[src/rtl/softmax_pkg.sv]
// Shared constants and types for the softmax divide datapath.
// Holds the widths used by both this feeder and the 40/32 divider wrapper,
// the feeder state enum, and the packed dividend/divisor payload.
package softmax_pkg;

   localparam int unsigned IN_W    = 24;
   localparam int unsigned FRAC_SH = 16;
   localparam int unsigned A_W     = IN_W + FRAC_SH;
   localparam int unsigned B_W     = 32;
   localparam int unsigned DEPTH   = 64;
   localparam int unsigned PTR_W   = $clog2(DEPTH);
   localparam int unsigned CNT_W   = PTR_W + 1;

   typedef enum logic [1:0] {
      ACCUM = 2'd0,
      LOAD  = 2'd1,
      DRAIN = 2'd2
   } state_e;

   // One divider request: dividend, divisor and end-of-frame marker.
   typedef struct packed {
      logic [A_W-1:0] a;
      logic [B_W-1:0] b;
      logic           last;
   } div_pair_t;

endpackage

[src/rtl/softmax_exp_buf.sv]
// Frame buffer for exponential values.
// Single-port DEPTH x IN_W array with a registered read port. A write takes
// priority over a read on the shared address. The array and the read
// register are not reset; the owner tracks which entries are valid.
// Ports: clk, we (write enable), re (read enable), addr, wdata, rdata.
module softmax_exp_buf
   import softmax_pkg::*;
(
   input  logic             clk,
   input  logic             we,
   input  logic             re,
   input  logic [PTR_W-1:0] addr,
   input  logic [IN_W-1:0]  wdata,
   output logic [IN_W-1:0]  rdata
);

   logic [IN_W-1:0] mem [DEPTH];

   // Single shared port: write or registered read.
   always_ff @(posedge clk) begin
      if (we) begin
         mem[addr] <= wdata;
      end else if (re) begin
         rdata <= mem[addr];
      end
   end

endmodule

[src/rtl/softmax_div_feeder.sv]
// Softmax divider feeder.
// Buffers one frame of unsigned exp values while summing them, then replays
// each value as {exp_i, FRAC_SH zeros} with the frame sum as divisor on a
// valid/ready output, one pair per cycle when downstream is always ready.
// Ports: clk, rst (async active-high); s_valid/s_ready/s_data/s_last input
// stream; m_valid/m_ready/m_a/m_b/m_last output pairs; ovf sticky flag for
// a frame longer than DEPTH.
// Optional build macro SOFTMAX_FEED_STATS_EN adds frame_cnt (wrapping count
// of completed frames) and drop_cnt (saturating count of dropped beats).
module softmax_div_feeder
   import softmax_pkg::*;
(
   input  logic            clk,
   input  logic            rst,
   input  logic            s_valid,
   output logic            s_ready,
   input  logic [IN_W-1:0] s_data,
   input  logic            s_last,
   output logic            m_valid,
   input  logic            m_ready,
   output logic [A_W-1:0]  m_a,
   output logic [B_W-1:0]  m_b,
   output logic            m_last,
   output logic            ovf
`ifdef SOFTMAX_FEED_STATS_EN
   ,
   output logic [15:0]     frame_cnt,
   output logic [15:0]     drop_cnt
`endif
);

   // Elaboration guards: sum must hold DEPTH full-scale values, DEPTH pow2.
   if (B_W < IN_W + $clog2(DEPTH)) begin : g_bw_chk
      $error("softmax_div_feeder: B_W too narrow for IN_W and DEPTH");
   end
   if ((DEPTH & (DEPTH - 1)) != 0) begin : g_depth_chk
      $error("softmax_div_feeder: DEPTH must be a power of two");
   end

   state_e          state;
   logic [CNT_W-1:0] count;
   logic [CNT_W-1:0] rd_ptr;
   logic [B_W-1:0]   sum;
   logic             s1_valid;   // buffer read register holds a pending entry
   logic             s1_last;    // that pending entry is the frame's last
   div_pair_t        pair_q;
   logic [IN_W-1:0]  rd_data;

   logic             hs_in;
   logic             drop;
   logic             wr_en;
   logic             load_out;
   logic             rd_en;
   logic             done_hs;
   logic [PTR_W-1:0] buf_addr;

   assign hs_in    = s_valid && s_ready;
   assign drop     = hs_in && (count == CNT_W'(DEPTH));
   assign wr_en    = hs_in && !drop;
   // Output register refills whenever it is empty or being consumed.
   assign load_out = s1_valid && (!m_valid || m_ready);
   // Prefetch the next entry whenever the read register frees up.
   assign rd_en    = (state != ACCUM) && (rd_ptr < count) && (!s1_valid || load_out);
   assign done_hs  = m_valid && m_ready && m_last;
   assign buf_addr = wr_en ? count[PTR_W-1:0] : rd_ptr[PTR_W-1:0];

   assign m_a    = pair_q.a;
   assign m_b    = pair_q.b;
   assign m_last = pair_q.last;

   softmax_exp_buf u_buf (
      .clk   (clk),
      .we    (wr_en),
      .re    (rd_en),
      .addr  (buf_addr),
      .wdata (s_data),
      .rdata (rd_data)
   );

   // Frame FSM: accumulate, one-cycle load of entry 0, then drain.
   always_ff @(posedge clk or posedge rst) begin
      if (rst) begin
         state    <= ACCUM;
         s_ready  <= 1'b1;
         m_valid  <= 1'b0;
         pair_q   <= '0;
         ovf      <= 1'b0;
         count    <= '0;
         sum      <= '0;
         rd_ptr   <= '0;
         s1_valid <= 1'b0;
         s1_last  <= 1'b0;
      end else begin
         case (state)
            ACCUM: begin
               if (hs_in) begin
                  if (drop) begin
                     ovf <= 1'b1;
                  end else begin
                     // First beat of a new frame clears the previous overflow.
                     if (count == '0) begin
                        ovf <= 1'b0;
                     end
                     count <= count + CNT_W'(1);
                     sum   <= sum + B_W'(s_data);
                  end
                  if (s_last) begin
                     state   <= LOAD;
                     s_ready <= 1'b0;
                     rd_ptr  <= '0;
                  end
               end
            end

            LOAD, DRAIN: begin
               if (state == LOAD) begin
                  state <= DRAIN;
               end

               if (rd_en) begin
                  rd_ptr   <= rd_ptr + CNT_W'(1);
                  s1_valid <= 1'b1;
                  s1_last  <= (rd_ptr == count - CNT_W'(1));
               end else if (load_out) begin
                  s1_valid <= 1'b0;
               end

               if (load_out) begin
                  m_valid     <= 1'b1;
                  pair_q.a    <= {rd_data, FRAC_SH'(0)};
                  pair_q.b    <= sum;
                  pair_q.last <= s1_last;
               end else if (m_valid && m_ready) begin
                  m_valid <= 1'b0;
               end

               if (done_hs) begin
                  state       <= ACCUM;
                  s_ready     <= 1'b1;
                  m_valid     <= 1'b0;
                  pair_q.last <= 1'b0;
                  count       <= '0;
                  sum         <= '0;
                  rd_ptr      <= '0;
                  s1_valid    <= 1'b0;
               end
            end

            default: begin
               state   <= ACCUM;
               s_ready <= 1'b1;
               m_valid <= 1'b0;
            end
         endcase
      end
   end

`ifdef SOFTMAX_FEED_STATS_EN
   // Completed-frame counter (wraps) and dropped-beat counter (saturates).
   always_ff @(posedge clk or posedge rst) begin
      if (rst) begin
         frame_cnt <= '0;
         drop_cnt  <= '0;
      end else begin
         if (done_hs) begin
            frame_cnt <= frame_cnt + 16'd1;
         end
         if (drop && (drop_cnt != 16'hFFFF)) begin
            drop_cnt <= drop_cnt + 16'd1;
         end
      end
   end
`endif

endmodule

[config.mk]
export PLATFORM = sky130hd
export DESIGN_NAME = softmax_div_feeder
export DESIGN_NICKNAME = d
export VERILOG_FILES = /design/src/rtl/softmax_pkg.sv /design/src/rtl/softmax_exp_buf.sv /design/src/rtl/softmax_div_feeder.sv
export SDC_FILE = /design/constraint.sdc
export NUM_CORES = 2
export LEC_CHECK = 0
export ABC_AREA = 0
export ABC_CLOCK_PERIOD_IN_PS = 9560
export CAP_MARGIN = 30
export CORE_MARGIN = 2
export CORE_UTILIZATION = 44
export DETAILED_ROUTE_END_ITERATION = 12
export GPL_ROUTABILITY_DRIVEN = 0
export PLACE_DENSITY = 0.6
export SYNTH_ARGS = -nofsm -noshare
export SYNTH_HDL_FRONTEND = slang
export SYNTH_HIERARCHICAL = 1
export SYNTH_SLANG_ARGS = --single-unit
[constraint.sdc]
create_clock -name clk -period 9.56 [get_ports clk]
set_clock_uncertainty 0.1 [all_clocks]
set_input_delay 2.868 -clock clk [delete_from_list [all_inputs] [get_ports clk]]
set_output_delay 2.868 -clock clk [all_outputs]
set_load 0.03 [all_outputs]
== Word-level counts from Yosys, hierarchy flattened ==
Memories as Yosys holds them, arrays and structs flattened. A register that Yosys moved wholly into a read port is not among the register bits.
Cells that the tools add are included.

* Add/sub/neg operators: 4
* Magnitude comparators: 1
* Equal/unequal tests: 11
* Mux-type cells: 36
* Bitwise operators: 2
* Reductions and logical operators: 32

{| class="wikitable"
|+ Operators by type and width
! kind !! count
|-
| two-way mux 32 bit || 3
|-
| one-hot mux 32 bit (2 select lines) || 1
|-
| two-way mux 7 bit || 7
|-
| adder 32 x 24 -> 32 bit || 1
|-
| one-hot mux 7 bit (2 select lines) || 2
|-
| two-way mux 1 bit || 15
|-
| adder 7 x 1 -> 7 bit (second input constant) || 2
|-
| AND reduction 2 bit || 6
|-
| AND reduction 3 bit || 3
|-
| logical AND 1 bit || 8
|-
| two-way mux 2 bit || 4
|-
| inequality test 2 bit (second input constant) || 4
|-
| AND reduction 4 bit || 2
|-
| nonzero test 2 bit || 4
|-
| == test 7 bit || 1
|-
| == test 7 bit (second input constant) || 1
|-
| zero test 7 bit || 1
|-
| < comparator 7 bit || 1
|-
| subtractor 7 x 1 -> 7 bit (second input constant) || 1
|-
| two-way mux 6 bit || 1
|-
| inequality test 3 bit (second input constant) || 2
|-
| inequality test 4 bit (second input constant) || 1
|-
| one-hot mux 1 bit (2 select lines) || 2
|-
| one-hot mux 2 bit (2 select lines) || 1
|-
| 8 further kinds || 12
|}

* Bits in registers: 110
* RAM bits: 1536
* Output and inout bits: 76
* Memories: 1

{| class="wikitable"
|+ Memories
! name !! depth !! bits a word !! rd ports !! clocked after Yosys merged registers in !! wr ports !! line !! text
|-
| u_buf.mem || 64 || 24 || 1 || 1 || 1 || softmax_exp_buf.sv:17 || <nowiki>logic [IN_W-1:0] mem [DEPTH];</nowiki>
|}

== Longest topological paths before layout ==
* Depth in word-level cells: 8
* Gate-level depth with buffers: 17
* Depth with buffers taken out: 12

== Hierarchy ==
Netlist, hierarchy kept.

{| class="wikitable"
|+ By module, submodules not included
! module !! instances !! cells each !! area each (um2) !! seq. area each (um2)
|-
| softmax_exp_buf || 1 || 3314 || 59863.7 || 46844.9
|-
| softmax_div_feeder || 1 || 666 || 6610.1 || 2753.9
|}

== Worst setup path after synthesis ==
No wires, ideal clock.

* Kind: input-to-reg
* Start point: input port s_valid
* End point: memory u_buf.mem[12][0], enable pin
* Setup time: 0.405 ns
* Arrival: 6.335 ns
* Slack: 2.720 ns
* Stages on the path: 10
* Buffers on the path: 4
* Path through: nand2_1 -> a21oi_1 -> mux2_2 -> buf_6 -> nor2_1 -> buf_2 -> buf_1 -> buf_1 -> nand3_1 -> nor2_1

* Elaborated cells between the ends (all ways): 7
* Classes of those cells: mux: 3; reduce/logical: 4

{| class="wikitable"
|+ RTL lines
! item !! line !! text
|-
| start: declaration || softmax_div_feeder.sv:15 || <nowiki>input logic s_valid,</nowiki>
|-
| logical AND 1 bit (*) || softmax_div_feeder.sv:57 || <nowiki>assign hs_in = s_valid && s_ready;</nowiki>
|-
| logical AND 1 bit || softmax_div_feeder.sv:58 || <nowiki>assign drop = hs_in && (count == CNT_W'(DEPTH));</nowiki>
|-
| zero test 1 bit || softmax_div_feeder.sv:59 || <nowiki>assign wr_en = hs_in && !drop;</nowiki>
|-
| logical AND 1 bit (*) || softmax_div_feeder.sv:59 ||
|-
| named net wr_en || softmax_div_feeder.sv:51 || <nowiki>logic wr_en;</nowiki>
|-
| two-way mux 6 bit (*) || softmax_div_feeder.sv:65 || <nowiki>assign buf_addr = wr_en ? count[PTR_W-1:0] : rd_ptr[PTR_W-1:0];</nowiki>
|-
| named net buf_addr[1] || softmax_div_feeder.sv:55 || <nowiki>logic [PTR_W-1:0] buf_addr;</nowiki>
|-
| end: declaration || softmax_exp_buf.sv:17 ||
|}

The timed path passes the listed nets; every way through them passes the cells marked *.

== Final worst setup path ==
* Start point: input port s_valid
* End point: register u_buf.rdata[1], read port of u_buf.mem (data pin)

* Elaborated cells between the ends (all ways): 7
* Classes of those cells: mux: 1; bitwise: 1; reduce/logical: 5

{| class="wikitable"
|+ RTL lines
! item !! line !! text
|-
| logical AND 1 bit (*) || softmax_div_feeder.sv:57 ||
|-
| logical AND 1 bit || softmax_div_feeder.sv:58 ||
|-
| zero test 1 bit || softmax_div_feeder.sv:59 ||
|-
| logical AND 1 bit (*) || softmax_div_feeder.sv:59 ||
|-
| named net wr_en || softmax_div_feeder.sv:51 ||
|-
| two-way mux 6 bit (*) || softmax_div_feeder.sv:65 ||
|-
| named net buf_addr[0] || softmax_div_feeder.sv:55 ||
|-
| end: declaration || softmax_exp_buf.sv:14 || <nowiki>output logic [IN_W-1:0] rdata</nowiki>
|}

Marks and branches as above.
A chain may end at the register's enable or synchronous reset.

==> results.py <==
metrics = {
    "outcome": {
        "status": "finished, final reports clean",
    },
    "drt": {
        "final_antenna_net_count": 0,
        "avgRoutedWirePerCell_um": 31.8,
        "drc": 0,
        "first_pass_iters": 5,
        "routed_wl_um": 200000,
        "vias_per_cell": 6.25,
        "num_vias": 39365,
        "drtIter0Drc": 5807,
    },
    "synthesis": {
        "synthArstFlopShare": 0.0659,
        "synth_cell_types": 88,
        "ys_ff_latch": 1670,
        "syn_area_per_cell_um2": 16.7,
        "synth_area_mm2": 0.0665,
        "synthCells": 3980,
        "ys.flop_type": "edfxtp_1",
        "yosysWarnings": 6,
        "yosysSeqAreaShare": 0.746,
        "synth_edf_count": 1560,
    },
    "global_routing": {
        "grt_pass1_vias": 37205,
        "overflow": 0,
        "grt_pass1_wl_um": 283000,
        "grt_max_degree": 125,
        "grt_use_total": 0.259,
        "antenna_found_initial": 23,
    },
    "cts": {
        "cts-root-buf": "clkbuf_16",
        "ctsHtreeMaxLevel": 4,
        "cts_buffer_depth": 3,
        "cts.sinks": 1670,
        "post_cts.repair.setup_buffers": 0,
        "clk_latency_ns": 0.83,
        "clkTransAtPathRegs_ns": 0.06,
        "cts-hold-fix-buffers": 0,
        "tritoncts": "built",
        "numCtsBuffers": 173,
        "cts_resized": 0,
    },
    "timing": {
        "max_freq_ghz": 0.136,
        "drv_slew": 0,
        "period_share": 0.769,
        "setup_viol": 0,
        "hold_violations": 0,
        "setup_ws_ns": 2.21,
        "worst_pin_slew_ns": 1.12,
        "relSlewSlack": 0.247,
        "holdWs_ns": 0.376,
        "tns_ns": 0,
        "rsz0062_at_grt": "false",
        "fin_crit_ns": 7.35,
    },
    "placed_design": {
        "portBuffers": 88,
        "dp.final_hpwl_um": 120000,
        "place_ws_ns": 1.52,
    },
    "final_layout": {
        "multi_input_area_mm2": 0.0155,
        "regArea_mm2": 0.0496,
        "drive_gt1_frac": 0.189,
        "final_common_cell": "edfxtp_1",
        "final_cell_mix": "1560 x edfxtp_1, 313 x a221oi_1, 197 x mux2_2",
        "area_growth_pct": 13.4,
        "nFillCells": 12414,
        "layout.nets": 4198,
    },
    "worst_setup_path": {
        "cpPeakStageDelay_ns": 0.97,
        "cp_top_family": "compound AO/OA/AOI/OAI gates",
        "crit_top_cell": "buf_4",
        "r2r_slack_ns": 3.75,
        "required_ns": 9.97,
        "path_max_fanout": 45,
        "slowest_stage": "a211oi_1",
        "cp-start-kind": "primary input",
        "startpoint": "s_valid",
        "crit_arrival_ns": 7.76,
        "cp_cell_sequence": "clkdlybuf4s50_1 > nand2_1 > a21oi_2 > buf_4 > o21ai_4 > buf_4 > buf_4 > mux2_2 > a22oi_1 > a21oi_1 > a211oi_1 > nand4_1",
        "end_kind": "register",
        "regToRegStartpoint": "count[0]",
        "cp.buffers_inverters": 4,
        "worstSetupPathType": "in2reg",
    },
    "hold_path": {
        "min_from": "m_b[27]",
        "hold_class": "reg2reg",
    },
    "floorplanning": {
        "die_h_um": 393,
        "core_mm2": 0.150,
        "die-area_mm2": 0.154,
        "rows": 142,
        "die_x_um": 393,
        "start_util": 0.443,
        "ios": 105,
    },
    "job": {
        "cap_violations": 0,
    },
    "power_and_ir_drop": {
        "ir_worst_vdd_mv": 0.259,
        "p_per_area_mw_per_mm2": 304,
        "p_leak_nw": 24.2,
    },
}
-- cells by family after synthesis --
logic type | after synthesis | share of synthesized area
AND/OR/NAND/NOR | 518 | 0.0358
multiplexers | 373 | 0.0698
adder cells (fa/ha/maj) | 38 | 0.00727
AO/OA/AOI/OAI | 1021 | 0.112
XOR/XNOR | 29 | 0.00382
buffers and inverters | 330 | 0.0253
flip-flops | 1670 | 0.746
other | 1 | 0.0000564
-- power breakdown --
| part | leakage (nW) | total (mW) | internal [mW] | switching (mW) |
|---|---|---|---|---|
| clock | 2.64 | 6.50 | 3.69 | 2.81 |
| combinational | 6.14 | 7.61 | 2.40 | 5.21 |
| sequential | 15.4 | 8.80 | 8.47 | 0.331 |
| total | 24.2 | 22.9 | 14.6 | 8.35 |
-- sequential cells by signal, summed over array words and instances, names as in the netlist --
signal / count
m_a: 24
ovf: 1
state: 2
count: 7
u_buf/mem: 1536
m_last: 1
m_b: 32
sum: 32
s1_valid: 1
s_ready: 1
s1_last: 1
u_buf/rdata: 24
m_valid: 1
rd_ptr: 7
-- path summary, 6_finish.rpt --
path	to	cells after the start
setup / recovery	u_buf/rdata[1]	12
hold / removal	m_b[27]	2
min in group asynchronous	sum[12]	2
setup reg to reg	u_buf/rdata[1]	13
hold reg to reg	m_b[27]	2
max in group asynchronous	m_b[21]	3
-- metal layers --
| layer | vias up | global-route usage | wire length, µm |
|---|---|---|---|
| met5 | - | 0 | 73 |
| li1 | 16491 | - | - |
| met1 | 20272 | 0.372 | 81300 |
| met2 | 2272 | 0.391 | 90300 |
| met4 | 10 | 0.0835 | 6450 |
| met3 | 320 | 0.0588 | 21900 |
-- synth_stat cells (24+ instances only) --
library cell,number,share of area
a22oi_1,128,0.014
o21ai_1,33,0.0025
mux4_2,50,0.017
buf_6,24,0.0041
o22ai_1,64,0.0060
buf_4,32,0.0036
buf_1,28,0.0016
o21ai_0,170,0.013
nor2_1,167,0.0094
a21oi_1,111,0.0084
mux2_2,198,0.034
ha_1,37,0.0070
nand3_1,46,0.0035
dfrtp_1,109,0.041
a22o_1,35,0.0046
clkbuf_1,113,0.0064
edfxtp_1,1560,0.70
nand2_1,163,0.0092
a221oi_1,313,0.041
buf_2,101,0.0076
mux2i_1,118,0.018
a211oi_1,24,0.0027
-- cell type report --
type                       count  share of cell area
clock inverter                89              0.0103
antenna                        5            0.000166
inverter                      30             0.00158
timing repair buffer         261              0.0292
sequential                  1670               0.658
multi-input combinational   1995               0.206
clock buffer                 228              0.0614
tap                         2016              0.0335
-- stage by stage --
stage	power (mW)	utilization	instance area (µm²)	instances
5_1_grt	23.7	0.503	75400	6289
6_report	22.9	0.503	75400	6294
4_1_cts	22.9	0.503	75400	6287
3_3_place_gp	16.4	0.466	69900	5968
3_5_place_dp	16.4	0.467	70000	5970
2_1_floorplan	13.3	-	66500	3995
-- worst register-to-register path, delay by kind of cell (launching register included) --
kind                       cells  cell delay (ns)
DFF                            1             0.48
AOI/OAI and AO/OA              5             2.29
buffers and inverters          4             1.46
adders and majority gates      1             0.26
muxes                          1             0.46
and+or+nand+nor                2             0.46
Note: power is estimated with default switching activity, not from simulation.
